==> src/rtl/seg7_pkg.sv <==
`default_nettype none
// ============================================================================
//  Module      : seg7_pkg
//  Description : Shared 7-segment definitions. The digit pattern table is the
//                single source for both the board decoder and the capture-side
//                encoder, so encode and decode cannot drift apart.
//                Segment order is S[6]=a ... S[0]=g, active-high.
//  Revision    : 1.0  initial release
// ============================================================================
package seg7_pkg;

  // Patterns for digits 0..9 as produced by the board's BCD-to-segment decoder.
  localparam logic [6:0] SEG_DIGIT [0:9] = '{
    7'b1111110,  // 0
    7'b0110000,  // 1
    7'b1101101,  // 2
    7'b1111001,  // 3
    7'b0110011,  // 4
    7'b1011011,  // 5
    7'b1011111,  // 6
    7'b1110000,  // 7
    7'b1111111,  // 8
    7'b1111011   // 9
  };

  // Nibble reported for any pattern outside the table.
  localparam logic [3:0] BCD_INVALID = 4'hF;

  // Capture FSM encoding.
  typedef enum logic [0:0] {
    ST_SAMPLE = 1'b0,
    ST_HOLD   = 1'b1
  } cap_state_e;

endpackage
`default_nettype wire

==> src/rtl/enc7seg.sv <==
`default_nettype none
// ============================================================================
//  Module      : enc7seg
//  Description : Combinational inverse of the board's BCD-to-segment decoder.
//                Maps a 7-bit segment pattern back to its BCD digit.
//  Ports       : seg_i [6:0]  segment pattern (S[6]=a ... S[0]=g)
//                bcd_o [3:0]  decoded digit, BCD_INVALID when unrecognised
//                err_o        1 when the pattern is not one of the ten digits
//  Revision    : 1.0  initial release
// ============================================================================
module enc7seg
  import seg7_pkg::*;
(
  input  logic [6:0] seg_i,
  output logic [3:0] bcd_o,
  output logic       err_o
);

  always_comb begin
    bcd_o = BCD_INVALID;
    err_o = 1'b1;
    for (int k = 0; k < 10; k++) begin
      if (seg_i == SEG_DIGIT[k]) begin
        bcd_o = 4'(k);
        err_o = 1'b0;
      end
    end
  end

endmodule
`default_nettype wire

==> src/rtl/scan7seg.sv <==
`default_nettype none
// ============================================================================
//  Module      : scan7seg
//  Description : Capture block for a multiplexed 7-segment display bus.
//                Qualifies each (segments, strobe) pair for STABLE cycles,
//                decodes it back to BCD, collects one nibble per digit and
//                presents the complete frame through a valid/ack handshake.
//  Ports       : CLK, RST            clock, synchronous active-high reset
//                S [6:0]             segment lines
//                DIG [NDIG-1:0]      one-hot digit strobes
//                FRAME_ACK           consumer accepts the current frame
//                BCD_OUT [4*NDIG-1:0] frame digits, digit i at [4i+3:4i]
//                ERR [NDIG-1:0]      per-digit invalid-pattern flags
//                FRAME_VLD           frame available
//                OVR                 sticky overrun (frame replaced unread)
//  Revision    : 1.0  initial release
// ============================================================================
module scan7seg
  import seg7_pkg::*;
#(
  parameter int NDIG   = 4,
  parameter int STABLE = 4
) (
  input  logic              CLK,
  input  logic              RST,
  input  logic [6:0]        S,
  input  logic [NDIG-1:0]   DIG,
  input  logic              FRAME_ACK,
  output logic [4*NDIG-1:0] BCD_OUT,
  output logic [NDIG-1:0]   ERR,
  output logic              FRAME_VLD,
  output logic              OVR
);

  logic [6:0]        s_q;
  logic [NDIG-1:0]   dig_q;
  logic [7:0]        cnt_q;
  cap_state_e        state_q;
  logic [NDIG-1:0]   got_q,      got_d;
  logic [4*NDIG-1:0] slot_q,     slot_d;
  logic [NDIG-1:0]   slot_err_q, slot_err_d;
  logic [4*NDIG-1:0] bcd_q;
  logic [NDIG-1:0]   err_q;
  logic              vld_q;
  logic              ovr_q;

  logic [3:0]        w_bcd;
  logic              w_err;
  logic              w_match;
  logic              w_capture;
  logic              w_complete;

  enc7seg u_enc (
    .seg_i (s_q),
    .bcd_o (w_bcd),
    .err_o (w_err)
  );

  assign w_match = (S == s_q) && (DIG == dig_q);

  // Non-one-hot strobes (blanking, overlapping strobes) are never captured.
  assign w_capture = (state_q == ST_SAMPLE) && w_match && $onehot(dig_q) &&
                     (cnt_q == 8'(STABLE - 1));

  // Working-slot update; the frame copy below uses these next values so the
  // last digit of a frame lands in the output on the same edge.
  always_comb begin
    got_d      = got_q;
    slot_d     = slot_q;
    slot_err_d = slot_err_q;
    if (w_capture) begin
      got_d = got_q | dig_q;
      for (int i = 0; i < NDIG; i++) begin
        if (dig_q[i]) begin
          slot_d[4*i +: 4] = w_bcd;
          slot_err_d[i]    = w_err;
        end
      end
    end
  end

  assign w_complete = w_capture && (&got_d);

  always_ff @(posedge CLK) begin
    if (RST) begin
      s_q        <= '0;
      dig_q      <= '0;
      cnt_q      <= '0;
      state_q    <= ST_SAMPLE;
      got_q      <= '0;
      slot_q     <= '0;
      slot_err_q <= '0;
      bcd_q      <= '0;
      err_q      <= '0;
      vld_q      <= 1'b0;
      ovr_q      <= 1'b0;
    end else begin
      s_q   <= S;
      dig_q <= DIG;

      // Saturate so a very long hold cannot wrap back onto STABLE-1.
      if (!w_match)            cnt_q <= '0;
      else if (cnt_q != 8'hFF) cnt_q <= cnt_q + 8'd1;

      case (state_q)
        ST_SAMPLE: if (w_capture) state_q <= ST_HOLD;
        ST_HOLD:   if (!w_match)  state_q <= ST_SAMPLE;
        default:                  state_q <= ST_SAMPLE;
      endcase

      got_q      <= w_complete ? '0 : got_d;
      slot_q     <= slot_d;
      slot_err_q <= slot_err_d;

      if (w_complete) begin
        bcd_q <= slot_d;
        err_q <= slot_err_d;
        vld_q <= 1'b1;
        // An ACK on the completion edge consumes the old frame, so no overrun.
        if (vld_q && FRAME_ACK)  ovr_q <= 1'b0;
        else if (vld_q)          ovr_q <= 1'b1;
      end else if (vld_q && FRAME_ACK) begin
        vld_q <= 1'b0;
        ovr_q <= 1'b0;
      end
    end
  end

  assign BCD_OUT   = bcd_q;
  assign ERR       = err_q;
  assign FRAME_VLD = vld_q;
  assign OVR       = ovr_q;

endmodule
`default_nettype wire
==> config.mk <==
export PLATFORM = sky130hd
export DESIGN_NAME = scan7seg
export DESIGN_NICKNAME = d
export VERILOG_FILES = /design/src/rtl/seg7_pkg.sv /design/src/rtl/enc7seg.sv /design/src/rtl/scan7seg.sv
export SDC_FILE = /design/constraint.sdc
export NUM_CORES = 1
export LEC_CHECK = 0
export CAP_MARGIN = 20
export CORE_MARGIN = 4
export CORE_UTILIZATION = 50
export CTS_CLUSTER_SIZE = 20
export DETAILED_ROUTE_END_ITERATION = 6
export GPL_TIMING_DRIVEN = 0
export PLACE_DENSITY = 0.7
export SLEW_MARGIN = 20
export SYNTH_ARGS = -nofsm -noshare
export SYNTH_HDL_FRONTEND = slang
export SYNTH_HIERARCHICAL = 1
export SYNTH_SLANG_ARGS = --single-unit
export TNS_END_PERCENT = 1
==> constraint.sdc <==
create_clock -name CLK -period 3.5 [get_ports CLK]
set_input_delay 0.7 -clock CLK [delete_from_list [all_inputs] [get_ports CLK]]
set_output_delay 0.7 -clock CLK [all_outputs]
set_load 0.1 [all_outputs]
* Yosys cells after proc, flatten, opt, wreduce, memory -nomap -nowiden *
Index checks and enable logic that the tools add are counted.

cells by class
  $add $sub $neg = 4
  multiply operators = 0
  div/mod/pow operators = 0
  order comparisons = 0
  equal/unequal tests = 15
  shift operators = 0
  multiplexer cells = 39
  bitwise gates (word level) = 3
  reduce and logical (&&, ||, !) cells = 12

operator list
  operator               number
  $mux W4                16
  $eq A7 B7 Y1 const B   8
  $mux W1                21
  $mux W16               1
  $eq A7 B6 Y1 const B   2
  $add A8 B1 Y8 const B  1
  $eq A8 B2 Y1 const B   1
  $ne A8 B8 Y1 const B   1
  $eq A7 B7 Y1           1
  $logic_and A1 B1 Y1    6
  $add A1 B1 Y2          2
  $eq A4 B4 Y1           1
  $or A4 B4 Y4           1
  $reduce_and A4 Y1      1
  $reduce_bool A2 Y1     2
  $reduce_or A2 Y1       2
  $add A2 B2 Y3          1
  $eq A3 B1 Y1 const B   1
  $not A1 Y1             2
  $pmux W1 S2            1
  $reduce_and A2 Y1      1

storage, ports and cells
  bits in registers = 66
  latch bits = 0
  RAM bits = 0
  ROM bits = 0
  bits of input ports = 14
  output and inout port bits = 22
  memories kept = 0

* Longest topological paths before layout *
Gate-level depths: netlist of run 1.

  depth in word-level cells = 13
  mapped depth = 11

* Hierarchy *
The synthesis of run 1 kept the hierarchy.

modules (own cells, without submodules)
  module    instances  cells an instance  area each (um2)  seq. area each (um2)
  scan7seg  1          261                2657.5           1321.3
  enc7seg   1          33                 210.2            0.0

* Worst setup path before layout of run 1 *
Ideal clock, no wire load.

  kind = flip-flop to flip-flop
  from = register dig_q[0]
  to = register bcd_q[2], in the netlist BCD_OUT[2]
  library setup time = 0.134 ns
  arrival time = 2.632 ns
  required time = 3.366 ns
  path slack = 0.734 ns
  cell stages (with the launch flop) = 12
  buffers on the path = 1
  path through = dfxtp_1 -> inv_1 -> fa_1 -> inv_1 -> ha_1 -> ha_1 -> and3b_1 -> and3_1 -> nor4b_4 -> nor3b_4 -> buf_6 -> a211oi_1

between the ends
  cells in the longest elaborated chain, start to end = 8
  elaborated cells between the ends (all ways) = 14

RTL lines
  what                                                                        line                            source
  from (decl)                                                                 scan7seg.sv:36                  logic [NDIG-1:0] dig_q;
  from (signal assigned)                                                      scan7seg.sv:87                  dig_q <= '0;
  from (signal assigned)                                                      scan7seg.sv:99                  dig_q <= DIG;
  $add A1 B1 Y2 (implied by the code) or $eq A4 B4 Y1 (tied branches)         scan7seg.sv:62, scan7seg.sv:59
  $add A2 B2 Y3 (implied by the code) or $logic_and A1 B1 Y1 (tied branches)  scan7seg.sv:62, scan7seg.sv:59
  $eq A3 B1 Y1 or $logic_and A1 B1 Y1 (tied branches)                         scan7seg.sv:62                  assign w_capture = (state_q == ST_SAMPLE) && w_match && $onehot(dig_q) &&
  $logic_and A1 B1 Y1 (2 in a row)                                            scan7seg.sv:62
  $mux W4                                                                     scan7seg.sv:71                  if (w_capture) begin
  $reduce_and A4 Y1                                                           scan7seg.sv:82                  assign w_complete = w_capture && (&got_d);
  $logic_and A1 B1 Y1                                                         scan7seg.sv:82
  to (signal assigned)                                                        scan7seg.sv:116                 bcd_q <= slot_d;
  to (decl)                                                                   scan7seg.sv:42                  logic [4*NDIG-1:0] bcd_q;

Parallel ways exist; a longest one is shown, timed or not.
A chain may end at the register's enable or synchronous reset.

* Final worst setup path of run 1 *
  from = register dig_q[0]
  to = register bcd_q[14], in the netlist BCD_OUT[14]

Same word-level chain as after synthesis.

==> qor.csv, run 1 <==
metric,value,unit
synth.most_common_cell,dfxtp_1,
cts_hold_buf,0,
power.leakage,1.356,nW
worst_setup_path_start_kind,flip-flop,
io_buffers,34,
grt_overflow_total,0,
finalCriticalPeriod,3171,ps
initial_core_util,51.76,%
clock-sinks,66,
vias,2259,
post_cts_buffers,0,
ant_nets,0,
cts_root_buf,clkbuf_8,
routed_wl,6184,um
skew,10.67,ps
clock_latency,340,ps
grt_usage,19.01,%
min_from,slot_q[5],
seq_area_frac_synth,46.07,%
drive_above_1_share,9.012,%
min_path_cells,2,
synth-edff-count,0,
synth_cell_types,41,
fin_cells,416,
core,0.005540,sq mm
path_clk_slew,70,ps
fp.dieH,83.74,um
ys_ff_latch,66,
reg2reg_slack,330,ps
final.period_utilization,90.59,%
end_kind,flip-flop,
nets,357,
grt_max_degree,12,
die_w,83.74,um
yosysTopAreaCell,dfxtp_1,
ir_drop,0.3098,mV
wl_per_cell,14.87,um
outcome,completed,
use_met3,3.949,%
crit_arrival,3370,ps
yosysWarnings,6,
rsz0062_at_grt,false,
reg2regPathDepth,11,
syn_avg_cell_area,9.754,sq um
synth.area.top_cells,"dfxtp_1 (46%), mux2i_1 (7.3%), a211oi_1 (5.8%)",
dp.cells,400,
area_delta_synth_final,21.86,%
cts_tree,built,
busiest_layer,met2,
io_pins,36,
grt_pass1_vias,2287,
synth_commonest_cells,"dfxtp_1 (66), nor2_1 (38), a21oi_1 (25), a211oi_1 (22), mux2i_1 (21)",
total_power,1.481,mW
drc_errors,0,
slew_headroom,34.85,%
synth_top_area_share,46.07,%
antenna_found_initial,0,
hold_violations,0,
cts_buffers,9,
dr.pass1.iters,4,
fillers,490,
synthFlopType,dfxtp_1,
drv_slew,0,
setup_violations,0,
maxCapViolCount,0,
criticalPathCategory,reg -> reg,
min_path_type,reg -> reg,
grtUsageMet1,25.12,%
ys_async_sr_fraction,0,%
place_congestion,0.8150,
drtIter0Drc,111,
worstHoldEndpoint,slot_q[5],
die_area,0.007012,sq mm
post_cts_resized,0,
hpwl,4403,um
required,3700,ps
antenna_cells,0,
r2r-end,BCD_OUT[14],
htreeDepth,3,
synth_cells,294,
synth_area,0.002868,sq mm
grt_pass1_wl,10740,um
rows,27,
clockBufferDepth,2,
syn_nets,312,
powerDensity,423.7,mW/mm^2
max_slew.worst_pin.slew,974.2,ps
use_met2,30.30,%
r2r-start,dig_q[0],
routed_via_density,5.430,
crit_path_max_fanout,10,
fmax,315.4,MHz
fin_setup_tns,0,ps
==> sequential cells by signal, indices dropped and copies added, names as in the netlist <==
signal and cells:
BCD_OUT 16, ERR 4, FRAME_VLD 1, OVR 1
cnt_q 8, dig_q 4, got_q 4, s_q 7
slot_err_q 4, slot_q 16, state_q 1
==> power breakdown <==
part / switching (mW) / internal, mW
Clock: 0.284 / 0.349
Sequential: 0.0126 / 0.757
Combinational: 0.0401 / 0.0379
Total: 0.336 / 1.14
==> metrics by stage <==
stage | hold WS, ps | utilization, % | area (sq um) | setup slack (ps)
floorplan | 456.4 | - | 2868 | 734.1
global placement | 472.5 | 59.53 | 3298 | 358.2
detailed placement | 487.1 | 59.53 | 3298 | 340.6
CTS | 502.9 | 63.08 | 3495 | 320.6
global route | 522.3 | 63.08 | 3495 | 76.78
finish | 498.5 | 63.08 | 3495 | 329.3
==> worst max-delay path by stage <==
stage	cells past startpoint	endpoint	from	slack, ps
global placement	11	BCD_OUT[15]	dig_q[0]	360
detailed placement	11	BCD_OUT[2]	dig_q[0]	340
global route	11	ERR[1]	dig_q[0]	80
CTS	11	BCD_OUT[14]	dig_q[0]	320
floorplan	11	BCD_OUT[2]	dig_q[0]	730
finish	11	BCD_OUT[14]	dig_q[0]	330
==> routing by layer <==
metal | vias up | wire (um)
li1 | 1142 | -
met1 | 1063 | 2965
met2 | 44 | 2845
met3 | 10 | 275
met4 | 0 | 98
met5 | - | 0
==> worst max-delay path, cell delays in order (launching register included) <==
cell      delay [ps]
dfxtp_1          410
inv_1             80
fa_1             530
inv_1             50
ha_1             170
ha_1             260
and3b_1          270
and3_1           260
nor4b_4          300
nor3b_4          420
buf_6            210
a211oi_1          80
==> cells by family after synthesis <==
kind of cell / synth area share [%]
adders and majority gates: 2.007
xor gates and xnor gates: 5.497
DFF: 46.07
buffers and inverters: 4.144
and+or+nand+nor: 21.68
muxes: 7.330
AOI/OAI and AO/OA: 13.26
==> layout make-up <==
class                      count  area, sq um  share of cell area [%]
buffer                        18        96.34                   2.757
tap                           72        90.09                   2.578
inverter                       6        22.52                  0.6445
timing repair buffer          34        340.3                   9.739
sequential                    66         1321                   37.81
multi-input combinational    204         1428                   40.85
clock buffer                  12        145.1                   4.153
clock inverter                 4        51.30                   1.468
==> placed cells by master (no fill, tap or decap), drive strengths merged <==
cell	synthesis	routed
nor4	4	4
and3	5	5
nor2b	13	13
dfxtp	66	66
a311oi	1	1
mux2i	21	21
a211oi	22	22
nand4	8	8
nor2	38	38
nor3b	2	2
a21oi	26	26
and2b	1	1
nor3	8	8
nand2	5	5
nand3	4	4
clkdlybuf4s50	0	34
o21a	2	2
nor4b	2	2
o22a	1	1
clkinv	0	2
bufinv	0	1
ha	3	3
nand2b	2	2
clkinvlp	0	1
and3b	2	2
clkbuf	9	21
buf	9	9
o21ai	2	2
and2	1	1
nand3b	1	1
and4	7	7
o32ai	1	1
fa	1	1
a31oi	2	2
xor2	4	4
inv	6	6
xnor2	14	14
o211a	1	1
Note: power is estimated with default switching activity, not from simulation.
==> run 2, diff against run 1 <==
--- a/config.mk
+++ b/config.mk
@@ -6,12 +6,14 @@
 export NUM_CORES = 1
 export LEC_CHECK = 0
 export CAP_MARGIN = 20
+export CELL_PAD_IN_SITES_DETAIL_PLACEMENT = 0
+export CELL_PAD_IN_SITES_GLOBAL_PLACEMENT = 2
 export CORE_MARGIN = 4
-export CORE_UTILIZATION = 50
+export CORE_UTILIZATION = 34
 export CTS_CLUSTER_SIZE = 20
 export DETAILED_ROUTE_END_ITERATION = 6
 export GPL_TIMING_DRIVEN = 0
-export PLACE_DENSITY = 0.7
+export PLACE_DENSITY = 0.74
 export SLEW_MARGIN = 20
 export SYNTH_ARGS = -nofsm -noshare
 export SYNTH_HDL_FRONTEND = slang
==> qor.csv, run 2 (synthesized netlist as in run 1, its figures left out) <==
metric,value,unit
antenna_found_initial,0,
grt_usage,14.82,%
post_cts_resized,0,
maxCapViolCount,0,
cts_buffers,9,
fin_setup_tns,0,ps
outcome,completed,
clockBufferDepth,2,
finalCriticalPeriod,3198,ps
final_common_cell,dfxtp_1,
crit_arrival,3400,ps
power.leakage,1.360,nW
ir_drop,0.2348,mV
worst_setup_path_start_kind,flip-flop,
drtIter0Drc,67,
area_delta_synth_final,23.47,%
cts_root_buf,clkbuf_8,
fillers,836,
hold_violations,0,
clock_latency,340,ps
routed_wl,6768,um
place_congestion,0.7925,
criticalPathCategory,reg -> reg,
layout_common_cells,"dfxtp_1 (66), nor2_1 (38), clkdlybuf4s50_1 (34)",
initial_core_util,34.90,%
grt_pass1_vias,2341,
rsz0062_at_grt,false,
cts_tree,built,
slew_headroom,34.04,%
io_buffers,34,
dr.pass1.iters,5,
wl_per_cell,15.07,um
path_clk_slew,80,ps
post_cts_buffers,0,
core,0.008217,sq mm
drc_errors,0,
grt_overflow_total,0,
fp.dieH,99.84,um
ant_nets,0,
fmax,312.7,MHz
drive_above_1_share,9.593,%
final.period_utilization,91.37,%
routed_via_density,5.027,
grt_pass1_wl,11740,um
rows,33,
post-route-util,43.09,%
required,3700,ps
crit_path_max_fanout,10,
die_area,0.009968,sq mm
max_slew.worst_pin.slew,986.3,ps
antenna_cells,0,
die_w,99.84,um
grt_max_degree,14,
end_kind,flip-flop,
min_path_type,reg -> reg,
vias,2257,
nets,357,
clock-sinks,66,
skew,9.192,ps
powerDensity,422.3,mW/mm^2
drv_slew,0,
setup_violations,0,
hpwl,4906,um
io_pins,36,
cts_hold_buf,0,
htreeDepth,3,
-- run 2: worst paths after layout --
check | slack (ps) | startpoint | cells past startpoint | end
max | 300 | dig_q[0] | 11 | BCD_OUT[8]
max reg2reg | 300 | dig_q[0] | 11 | BCD_OUT[8]
min | 500 | slot_err_q[3] | 2 | slot_err_q[3]
min reg2reg | 500 | slot_err_q[3] | 2 | slot_err_q[3]
-- run 2: power breakdown --
group	leakage (nW)	switching, mW	internal, mW
clock	0.0998	0.312	0.334
sequential	0.534	0.0125	0.757
combinational	0.725	0.0417	0.0380
-- run 2: through the flow --
| step | std cells | total power [mW] | hold WS, ps | area (sq um) | setup WS [ps] |
|---|---|---|---|---|---|
| final | 449 | 1.495 | 501.2 | 3541 | 302.0 |
| after global routing | 449 | 1.554 | 532.1 | 3541 | 65.99 |
| after CTS | 449 | 1.521 | 501.7 | 3541 | 282.1 |
| after detailed placement | 433 | 0.8672 | 477.2 | 3339 | 313.9 |
| after global placement | 433 | 0.8671 | 477.5 | 3339 | 311.8 |
| after floorplan | 294 | 0.8339 | 456.4 | 2868 | 734.1 |
-- run 2: final cells by class --
type / instances / area (sq um) / area share [%]
buffer: 18 / 96.34 / 2.721
clock buffer: 9 / 123.9 / 3.498
clock inverter: 7 / 77.57 / 2.191
inverter: 6 / 22.52 / 0.6360
multi-input combinational: 204 / 1428 / 40.32
sequential: 66 / 1321 / 37.31
tap: 105 / 131.4 / 3.710
timing repair buffer: 34 / 340.3 / 9.611
-- run 2: metal layers --
layer	GRT usage, %	share of wire [%]	up-vias
met1	20.00	49	1068
met4	4.097	1.3	0
met3	4.517	4.0	8
met2	22.99	45	38
li1	-	-	1143
met5	0	0	-
-- run 2: worst max-delay path: stages (launching register included) --
cell	delay [ps]
dfxtp_1	410
inv_1	80
fa_1	530
inv_1	50
ha_1	170
ha_1	260
and3b_1	270
and3_1	270
nor4b_4	280
nor3b_4	440
buf_6	210
a211oi_1	80
